File: src/rtl/ucsbece154b_mem_pkg.sv
// Shared definitions for the instruction-side memory path: arbiter FSM states,
// transaction owner encoding and the block-address helper used by cache and arbiter.
package ucsbece154b_mem_pkg;

    localparam int BLOCK_WORDS     = 4;
    localparam int LOG_BLOCK_WORDS = $clog2(BLOCK_WORDS);

    typedef enum logic [1:0] {
        IDLE = 2'd0,
        REQ  = 2'd1,
        XFER = 2'd2
    } state_e;

    typedef enum logic {
        DMD = 1'b0,
        PF  = 1'b1
    } owner_e;

    // Clears the word offset and the byte offset within a word.
    function automatic logic [63:0] block_addr(input logic [63:0] addr, input int log_words);
        logic [63:0] mask;
        mask = ~64'd0 << (log_words + 2);
        return addr & mask;
    endfunction

endpackage

File: src/rtl/ucsbece154b_beat_counter.sv
// Saturating burst-beat counter; clear and enable may coincide (clear, then count).
// Combinational last flag marks the beat that brings the count to BLOCK_WORDS.
module ucsbece154b_beat_counter #(
    parameter int BLOCK_WORDS = 4
) (
    input  logic clk,
    input  logic reset,
    input  logic clear,
    input  logic enable,
    output logic last,
    output logic full
);

    localparam int CW = $clog2(BLOCK_WORDS + 1);

    logic [CW-1:0] count;
    logic [CW-1:0] base;

    always_comb begin
        base = clear ? '0 : count;
        last = enable && (base == CW'(BLOCK_WORDS - 1));
        full = (count == CW'(BLOCK_WORDS));
    end

    always_ff @(posedge clk or negedge reset) begin
        if (!reset) begin
            count <= '0;
        end else if (clear || enable) begin
            count <= (enable && (base != CW'(BLOCK_WORDS))) ? base + CW'(1) : base;
        end
    end

endmodule

File: src/rtl/ucsbece154b_mem_arbiter.sv
// Shares the SDRAM read channel between demand misses and the next-line prefetcher.
// Latency: grant 1 cycle after request sampled in IDLE; beats 1 cycle after memDataReady.
// Backpressure: one block in flight; losing/mismatching requesters hold their request and wait.
module ucsbece154b_mem_arbiter #(
    parameter int BLOCK_WORDS = 4,
    parameter int ADDR_W      = 32,
    parameter int WORD_SIZE   = 32,
    parameter int IDX_W       = (BLOCK_WORDS > 1) ? $clog2(BLOCK_WORDS) : 1
) (
    input  logic                 clk,
    input  logic                 reset,
    input  logic                 dmdReq,
    input  logic [ADDR_W-1:0]    dmdAddr,
    output logic                 dmdGrant,
    output logic                 dmdValid,
    output logic                 dmdDone,
    input  logic                 pfReq,
    input  logic [ADDR_W-1:0]    pfAddr,
    output logic                 pfGrant,
    output logic                 pfValid,
    output logic                 pfDone,
    output logic [WORD_SIZE-1:0] beatData,
    output logic [IDX_W-1:0]     beatIndex,
    output logic                 memReadRequest,
    output logic [ADDR_W-1:0]    memReadAddress,
    input  logic [WORD_SIZE-1:0] memDataIn,
    input  logic                 memDataReady,
    input  logic [IDX_W-1:0]     memBlockIndex
);

    import ucsbece154b_mem_pkg::*;

    localparam int LOG_W = $clog2(BLOCK_WORDS);

    state_e            state;
    owner_e            owner;
    logic              merged;
    logic [ADDR_W-1:0] dmd_blk;
    logic [ADDR_W-1:0] pf_blk;
    logic              beat;
    logic              last;
    logic              full;
    logic              merge_now;
    logic              to_dmd;

    assign dmd_blk = ADDR_W'(block_addr(64'(dmdAddr), LOG_W));
    assign pf_blk  = ADDR_W'(block_addr(64'(pfAddr), LOG_W));

    // Once the counter saturates the block is complete; stray beats are ignored.
    assign beat      = memDataReady && ((state == REQ) || ((state == XFER) && !full));
    assign merge_now = (state == REQ) && (owner == PF) && !merged && dmdReq && (dmd_blk == memReadAddress);
    assign to_dmd    = (owner == DMD) || merged || merge_now;

    assign memReadRequest = (state == REQ);

    ucsbece154b_beat_counter #(
        .BLOCK_WORDS(BLOCK_WORDS)
    ) u_beat_counter (
        .clk    (clk),
        .reset  (reset),
        .clear  (state == REQ),
        .enable (beat),
        .last   (last),
        .full   (full)
    );

    always_ff @(posedge clk or negedge reset) begin
        if (!reset) begin
            state          <= IDLE;
            owner          <= DMD;
            merged         <= 1'b0;
            memReadAddress <= '0;
            dmdGrant       <= 1'b0;
            pfGrant        <= 1'b0;
            dmdValid       <= 1'b0;
            pfValid        <= 1'b0;
            dmdDone        <= 1'b0;
            pfDone         <= 1'b0;
            beatData       <= '0;
            beatIndex      <= '0;
        end else begin
            dmdGrant <= 1'b0;
            pfGrant  <= 1'b0;
            dmdValid <= beat && to_dmd;
            pfValid  <= beat && (owner == PF);
            dmdDone  <= beat && last && to_dmd;
            pfDone   <= beat && last && (owner == PF);
            if (beat) begin
                beatData  <= memDataIn;
                beatIndex <= memBlockIndex;
            end
            case (state)
                IDLE: begin
                    if (dmdReq) begin
                        owner          <= DMD;
                        merged         <= 1'b0;
                        dmdGrant       <= 1'b1;
                        memReadAddress <= dmd_blk;
                        state          <= REQ;
                    end else if (pfReq) begin
                        owner          <= PF;
                        merged         <= 1'b0;
                        pfGrant        <= 1'b1;
                        memReadAddress <= pf_blk;
                        state          <= REQ;
                    end
                end
                REQ: begin
                    if (merge_now) begin
                        merged   <= 1'b1;
                        dmdGrant <= 1'b1;
                    end
                    if (memDataReady) state <= XFER;
                end
                XFER: begin
                    // Leave only after the Done pulse so the requester can drop its request first.
                    if (dmdDone || pfDone) state <= IDLE;
                end
                default: state <= IDLE;
            endcase
        end
    end

endmodule

File: config.mk
export PLATFORM = sky130hd
export DESIGN_NAME = ucsbece154b_mem_arbiter
export DESIGN_NICKNAME = d
export VERILOG_FILES = /design/src/rtl/ucsbece154b_mem_pkg.sv /design/src/rtl/ucsbece154b_beat_counter.sv /design/src/rtl/ucsbece154b_mem_arbiter.sv
export SDC_FILE = /design/constraint.sdc
export NUM_CORES = 1
export LEC_CHECK = 0
export CAP_MARGIN = 20
export CELL_PAD_IN_SITES_DETAIL_PLACEMENT = 0
export CELL_PAD_IN_SITES_GLOBAL_PLACEMENT = 1
export CORE_MARGIN = 1
export CORE_UTILIZATION = 25
export CTS_CLUSTER_SIZE = 10
export DETAILED_ROUTE_END_ITERATION = 10
export GPL_ROUTABILITY_DRIVEN = 0
export PLACE_DENSITY = 0.74
export SLEW_MARGIN = 5
export SYNTH_ARGS = -nofsm -noshare
export SYNTH_HDL_FRONTEND = slang
export SYNTH_SLANG_ARGS = --single-unit
File: constraint.sdc
create_clock -name clk -period 1.5 [get_ports clk]
set_input_delay 0.3 -clock clk [delete_from_list [all_inputs] [get_ports clk]]
set_output_delay 0.3 -clock clk [all_outputs]
set_load 0.03 [all_outputs]
Word level (Yosys, flattened, before mapping)
Index checks and enable logic that the tools add are counted.
- add/subtract/negate cells: 1
- eq/ne operators: 10
- muxes and demuxes: 21
- bitwise logic cells: 1
- reductions and logical operators: 26
- operators by type and width (operator ; count):
    $mux 32 ; 2
    $eq 32x32->1 ; 1
    $logic_and 1x1->1 ; 13
    $mux 1 ; 10
    $mux 2 ; 4
    $mux 3 ; 2
    $ne 3x3->1 const B ; 2
    $pmux 2 s3 ; 1
    $reduce_and 3->1 ; 2
    $logic_or 1x1->1 ; 5
    $ne 2x2->1 const B ; 2
    $pmux 1 s2 ; 2
    $reduce_bool 2->1 ; 2
    $add 3x1->3 const B ; 1
    $eq 3x2->1 const B ; 1
    $eq 3x3->1 const B ; 1
    $eq 2x1->1 const B ; 1
    $eq 2x2->1 const B ; 1
    $logic_not 1->1 ; 2
    $logic_not 2->1 ; 1
    $ne 2x1->1 const B ; 1
    $reduce_and 2->1 ; 1
    $not 1->1 ; 1
- bits in registers: 79
- output and inout bits: 73
- logic and storage cells: 72

Depth between registers and ports, before layout
- depth after elaboration: 8
- depth in mapped cells: 7
- depth with buffers taken out: 7

Hierarchy
From an unflattened synthesis, not the netlist that was laid out.
- cell total of the unflattened synthesis: 364
- area total of the unflattened synthesis: 3445.8 um^2
- modules (own cells, without submodules) (module ; instances ; cells each ; area each (um^2) ; seq. area each (um^2)):
    ucsbece154b_mem_arbiter ; 1 ; 342 ; 3250.6 ; 1801.7
    ucsbece154b_beat_counter ; 1 ; 22 ; 195.2 ; 75.1

Worst setup path before layout
Ideal clock, no wire load.
- path kind: register -> register
- start point: register memReadAddress[11]
- end point: register dmdValid
- library setup time: 0.078 ns
- data arrival time: 1.734 ns
- required time: 1.422 ns
- slack: -0.312 ns
- cell stages (with the launch flop): 6
- path buffers: 0
- cells stage by stage: dfrtp_1 > xor2_1 > nor4_2 > nand4_1 > or4_1 > a21oi_1
- word-level cells in the longest chain between the ends: 4
- RTL lines (element ; RTL line ; text):
    start, declared ; ucsbece154b_mem_arbiter.sv:25 ; output logic [ADDR_W-1:0] memReadAddress,
    start signal, assigned ; ucsbece154b_mem_arbiter.sv:98 ; memReadAddress <= dmd_blk;
    start signal, assigned ; ucsbece154b_mem_arbiter.sv:104 ; memReadAddress <= pf_blk;
    $eq 32x32->1 ; ucsbece154b_mem_arbiter.sv:51 ; assign merge_now = (state == REQ) && (owner == PF) && !merged && dmdReq && (dmd_blk == memReadAddress);
    $logic_and 1x1->1 ; ucsbece154b_mem_arbiter.sv:51 ;
    $logic_or 1x1->1 ; ucsbece154b_mem_arbiter.sv:52 ; assign to_dmd = (owner == DMD) || merged || merge_now;
    $logic_and 1x1->1 ; ucsbece154b_mem_arbiter.sv:84 ; dmdValid <= beat && to_dmd;
    end signal, assigned ; ucsbece154b_mem_arbiter.sv:84 ;
    end, declared ; ucsbece154b_mem_arbiter.sv:15 ; output logic dmdValid,
No other way between the ends.
A chain may end at the register's enable or synchronous reset.

Final worst setup path
- start point: input port dmdAddr[17]
- end point: register dmdDone
- word-level cells in the longest chain between the ends: 4
- RTL lines (element ; RTL line ; text):
    start, declared ; ucsbece154b_mem_arbiter.sv:13 ; input logic [ADDR_W-1:0] dmdAddr,
    $eq 32x32->1 ; ucsbece154b_mem_arbiter.sv:51 ;
    $logic_and 1x1->1 ; ucsbece154b_mem_arbiter.sv:51 ;
    $logic_or 1x1->1 ; ucsbece154b_mem_arbiter.sv:52 ;
    $logic_and 1x1->1 ; ucsbece154b_mem_arbiter.sv:86 ; dmdDone <= beat && last && to_dmd;
    end signal, assigned ; ucsbece154b_mem_arbiter.sv:86 ;
    end, declared ; ucsbece154b_mem_arbiter.sv:16 ; output logic dmdDone,
No other way between the ends.

==> key figures <==
Synthesis
  • Mapped Cells: ~370
  • Seq/Total Area, Yosys: between 50% and 60%
  • Synth cell count leaders: nand2_1, dfrtp_1, nor2_1, a21oi_1, mux2i_1
  • Cell taking the most area after synthesis: dfrtp_1
  • Top cell type's share of synthesized area: 53.8%
  • Number of enable flip-flop cells after synthesis: 0
  • Top-count cell post-synth: nand2_1
  • Top cells by area, synth: dfrtp_1, nand2_1, mux2i_1, xor2_1, a21oi_1
  • Top FF cell, synth: dfrtp_1
  • Post-Syn Area: about 0.0035 mm^2
  • Syn Area/Cell: approximately 9.5 um^2
  • Yosys cell types: 29
  • Syn. warnings: 0
  • Ys async rst share: 100%
  • Number of synthesized register bits: 75

Critical path
  • Reg2reg path depth: 5
  • Reg-to-reg slack, setup: -240 ps
  • R2R Path Start: memReadAddress[30]
  • CP Capture Type: flop
  • FF-to-FF End: dmdDone
  • Worst EP required: between 1500 and 2000 ps
  • Worst EP arrival: 2010 ps
  • Critical Path Start Type: input pin
  • Critical path type: in -> reg
  • Worst-path maximum fanout: 2

Global route
  • Antenna violations before repair: 0
  • Largest net degree at the start of global routing: 40
  • Vias in the first global route: around 3300
  • First-pass GRT wire length: ~16 mm
  • Total grt overflow: 0
  • GRT Total Usage: between 10% and 20%

Clocking
  • CTS max path bufs: 2
  • TritonCTS buffer count: 9
  • CTS tree: done
  • Clock Sinks: 75
  • Worst-path clk slew: ~60 ps
  • Clk root buf: clkbuf_16
  • Worst skew pair latency: roughly 330 ps
  • CTS H-tree lvls: 3

Cells and area
  • Final Util: a little under half
  • Layout area overhead: 73.4%
  • Area of the multi-input gates: roughly 0.0015 mm^2
  • Final instance area: a little over 0.006 mm^2
  • Fillers: between 1000 and 1500
  • Sequential cell area: between 0.0015 and 0.002 mm^2
  • Final Net Count: slightly below 700
  • Share of cells above drive strength 1: around 22%
  • Antenna cells: 0

Power and ir drop
  • Leakage: about 2.9 nW
  • Peak VDD IR: 0.954 mV
  • Total power: 12.6 mW
  • Power density of the placed cells: between 2000 and 2500 mW/mm^2

Timing
  • Period utilisation layout: 117%
  • Final Hold Vio Count: 0
  • Clock Skew: between 7 and 8 ps
  • RSZ-0062 raised after global routing: yes
  • Min Clock Period, post-route: 1750 ps
  • Final WS setup: -248 ps
  • Setup-failing EPs final: 4
  • Slew Limit Fails: 0
  • Max Fclk: roughly 570 MHz

Floorplanning
  • Io pins: ~180
  • Die height: 120 um
  • Chip width: about 120 um
  • Initial Utilization: about a quarter
  • CORE AREA: roughly 0.013 mm^2
  • Placement Rows: 42
  • Die ar.: ~0.014 mm^2

Status
  • Failing checks: negative setup slack
  • Outcome: complete, but fails checks

Drt
  • Via density: approximately 4.3
  • Routed via count: 3226
  • Post-Route WL: 10.2 mm
  • Antenna Nets Post-Route: 0
  • Initial DRC Count: about 100
  • Wirelength per Cell: approximately 14 um
  • Drt drc: 0
  • DR pass1 iterations: 4

Place
  • Placed Area: roughly 0.0057 mm^2
  • Detailed placement HPWL: roughly 8 mm
  • I/O Buffers: roughly 160

Min path
  • Worst min path class: in -> reg
  • Hold path start: dmdReq
  • Hold Path End: pfGrant
  • Hold Crit Depth: 2

Flow run
  • Max Cap Viol: 0
cell type report:
cell class | instances | share of cell area, %
clock buffer | 11 | 4.18
inverter | 6 | 0.372
sequential | 75 | 31.4
tap | 176 | 3.64
timing repair buffer | 211 | 34.4
clock inverter | 5 | 0.455
multi-input combinational | 269 | 25.5
worst max-delay path: stages:
cell             delay (ps)
clkdlybuf4s50_1         460
xor2_1                  200
nor4_2                  260
nand4_1                 190
or4_4                   470
a21oi_2                 130
kinds of logic after synthesis:
family          count (synthesis)  synth area share [%]
compound gates                 39                  5.99
xor+xnor                       29                  7.28
fa+ha+maj                       3                  1.08
buf+inv                        28                  3.59
flops                          75                  53.8
mux                            28                  8.03
other cells                     1                 0.108
simple gates                  166                  20.1
power by group:
group | leakage (nW) | switching, mW | internal [mW]
logic | 1.87 | 3.98 | 3.05
clock network | 0.141 | 0.830 | 1.20
registers | 0.887 | 0.547 | 3.00
total | 2.90 | 5.36 | 7.24
layer usage:
layer / GRT usage, % / part of all wire (%) / vias up / wire length, um
li1: - / - / 1611 / -
met1: 17.1 / 42 / 1530 / 4280
met2: 26.8 / 53 / 75 / 5410
met4: 6.09 / 1.5 / 0 / 157
met3: 2.47 / 3.8 / 10 / 386
met5: 0 / 0 / - / 0
metrics by stage:
step / setup TNS [ps] / hold WS, ps / std cells / setup slack [ps]
final: -869 / 216 / 753 / -248
after global routing: -1410 / 216 / 753 / -354
after CTS: -983 / 204 / 751 / -275
after detailed placement: -2410 / 241 / 734 / -649
after global placement: -2380 / 243 / 734 / -635
after floorplan: -387 / 4.41 / 372 / -134
state kept, by name (all words and copies together), names as in the netlist, 2 cells and up:
signal and count:
memReadAddress 28, u_beat_counter.count 3, beatData 32, beatIndex 2, state 2
layout by cell type, fill, tap and decap left out, drive strengths merged:
master / synthesis / final
a21boi: 1 / 1
a21o: 1 / 1
a21oi: 31 / 31
and2: 1 / 1
and4: 2 / 2
buf: 9 / 57
clkbuf: 13 / 11
clkdlybuf4s15: 0 / 20
clkdlybuf4s50: 0 / 89
clkinv: 0 / 4
clkinvlp: 0 / 1
conb: 1 / 4
dfrtp: 75 / 75
dlygate4sd2: 0 / 43
dlygate4sd3: 0 / 1
dlymetal6s2s: 0 / 1
ha: 3 / 3
inv: 6 / 6
mux2i: 28 / 28
nand2: 112 / 112
nand2b: 2 / 2
nand3: 2 / 2
nand4: 5 / 5
nor2: 35 / 35
nor3b: 1 / 1
nor4: 4 / 4
o21a: 1 / 1
o21ai: 2 / 2
o22ai: 2 / 2
o32ai: 1 / 1
or4: 2 / 2
xnor2: 11 / 11
xor2: 18 / 18
how the worst max path moves through the flow:
stage	cells after the start	end	slack, ps	start
after floorplan	5	dmdValid	-130	memReadAddress[27]
after global placement	6	dmdDone	-640	dmdAddr[14]
after detailed placement	6	dmdDone	-650	dmdAddr[18]
after CTS	5	dmdDone	-280	memReadAddress[30]
after global routing	5	dmdDone	-350	memReadAddress[14]
final	6	dmdDone	-250	dmdAddr[17]
timing repair:
item	CTS	global route
gates resized for setup	113	8
pin swaps	2	1
setup buffers	0	2
endpoints found under the setup margin	68	43
hold buffers	1	0
endpoints found under the hold margin	23	0
Note: power is estimated with default switching activity, not from simulation.
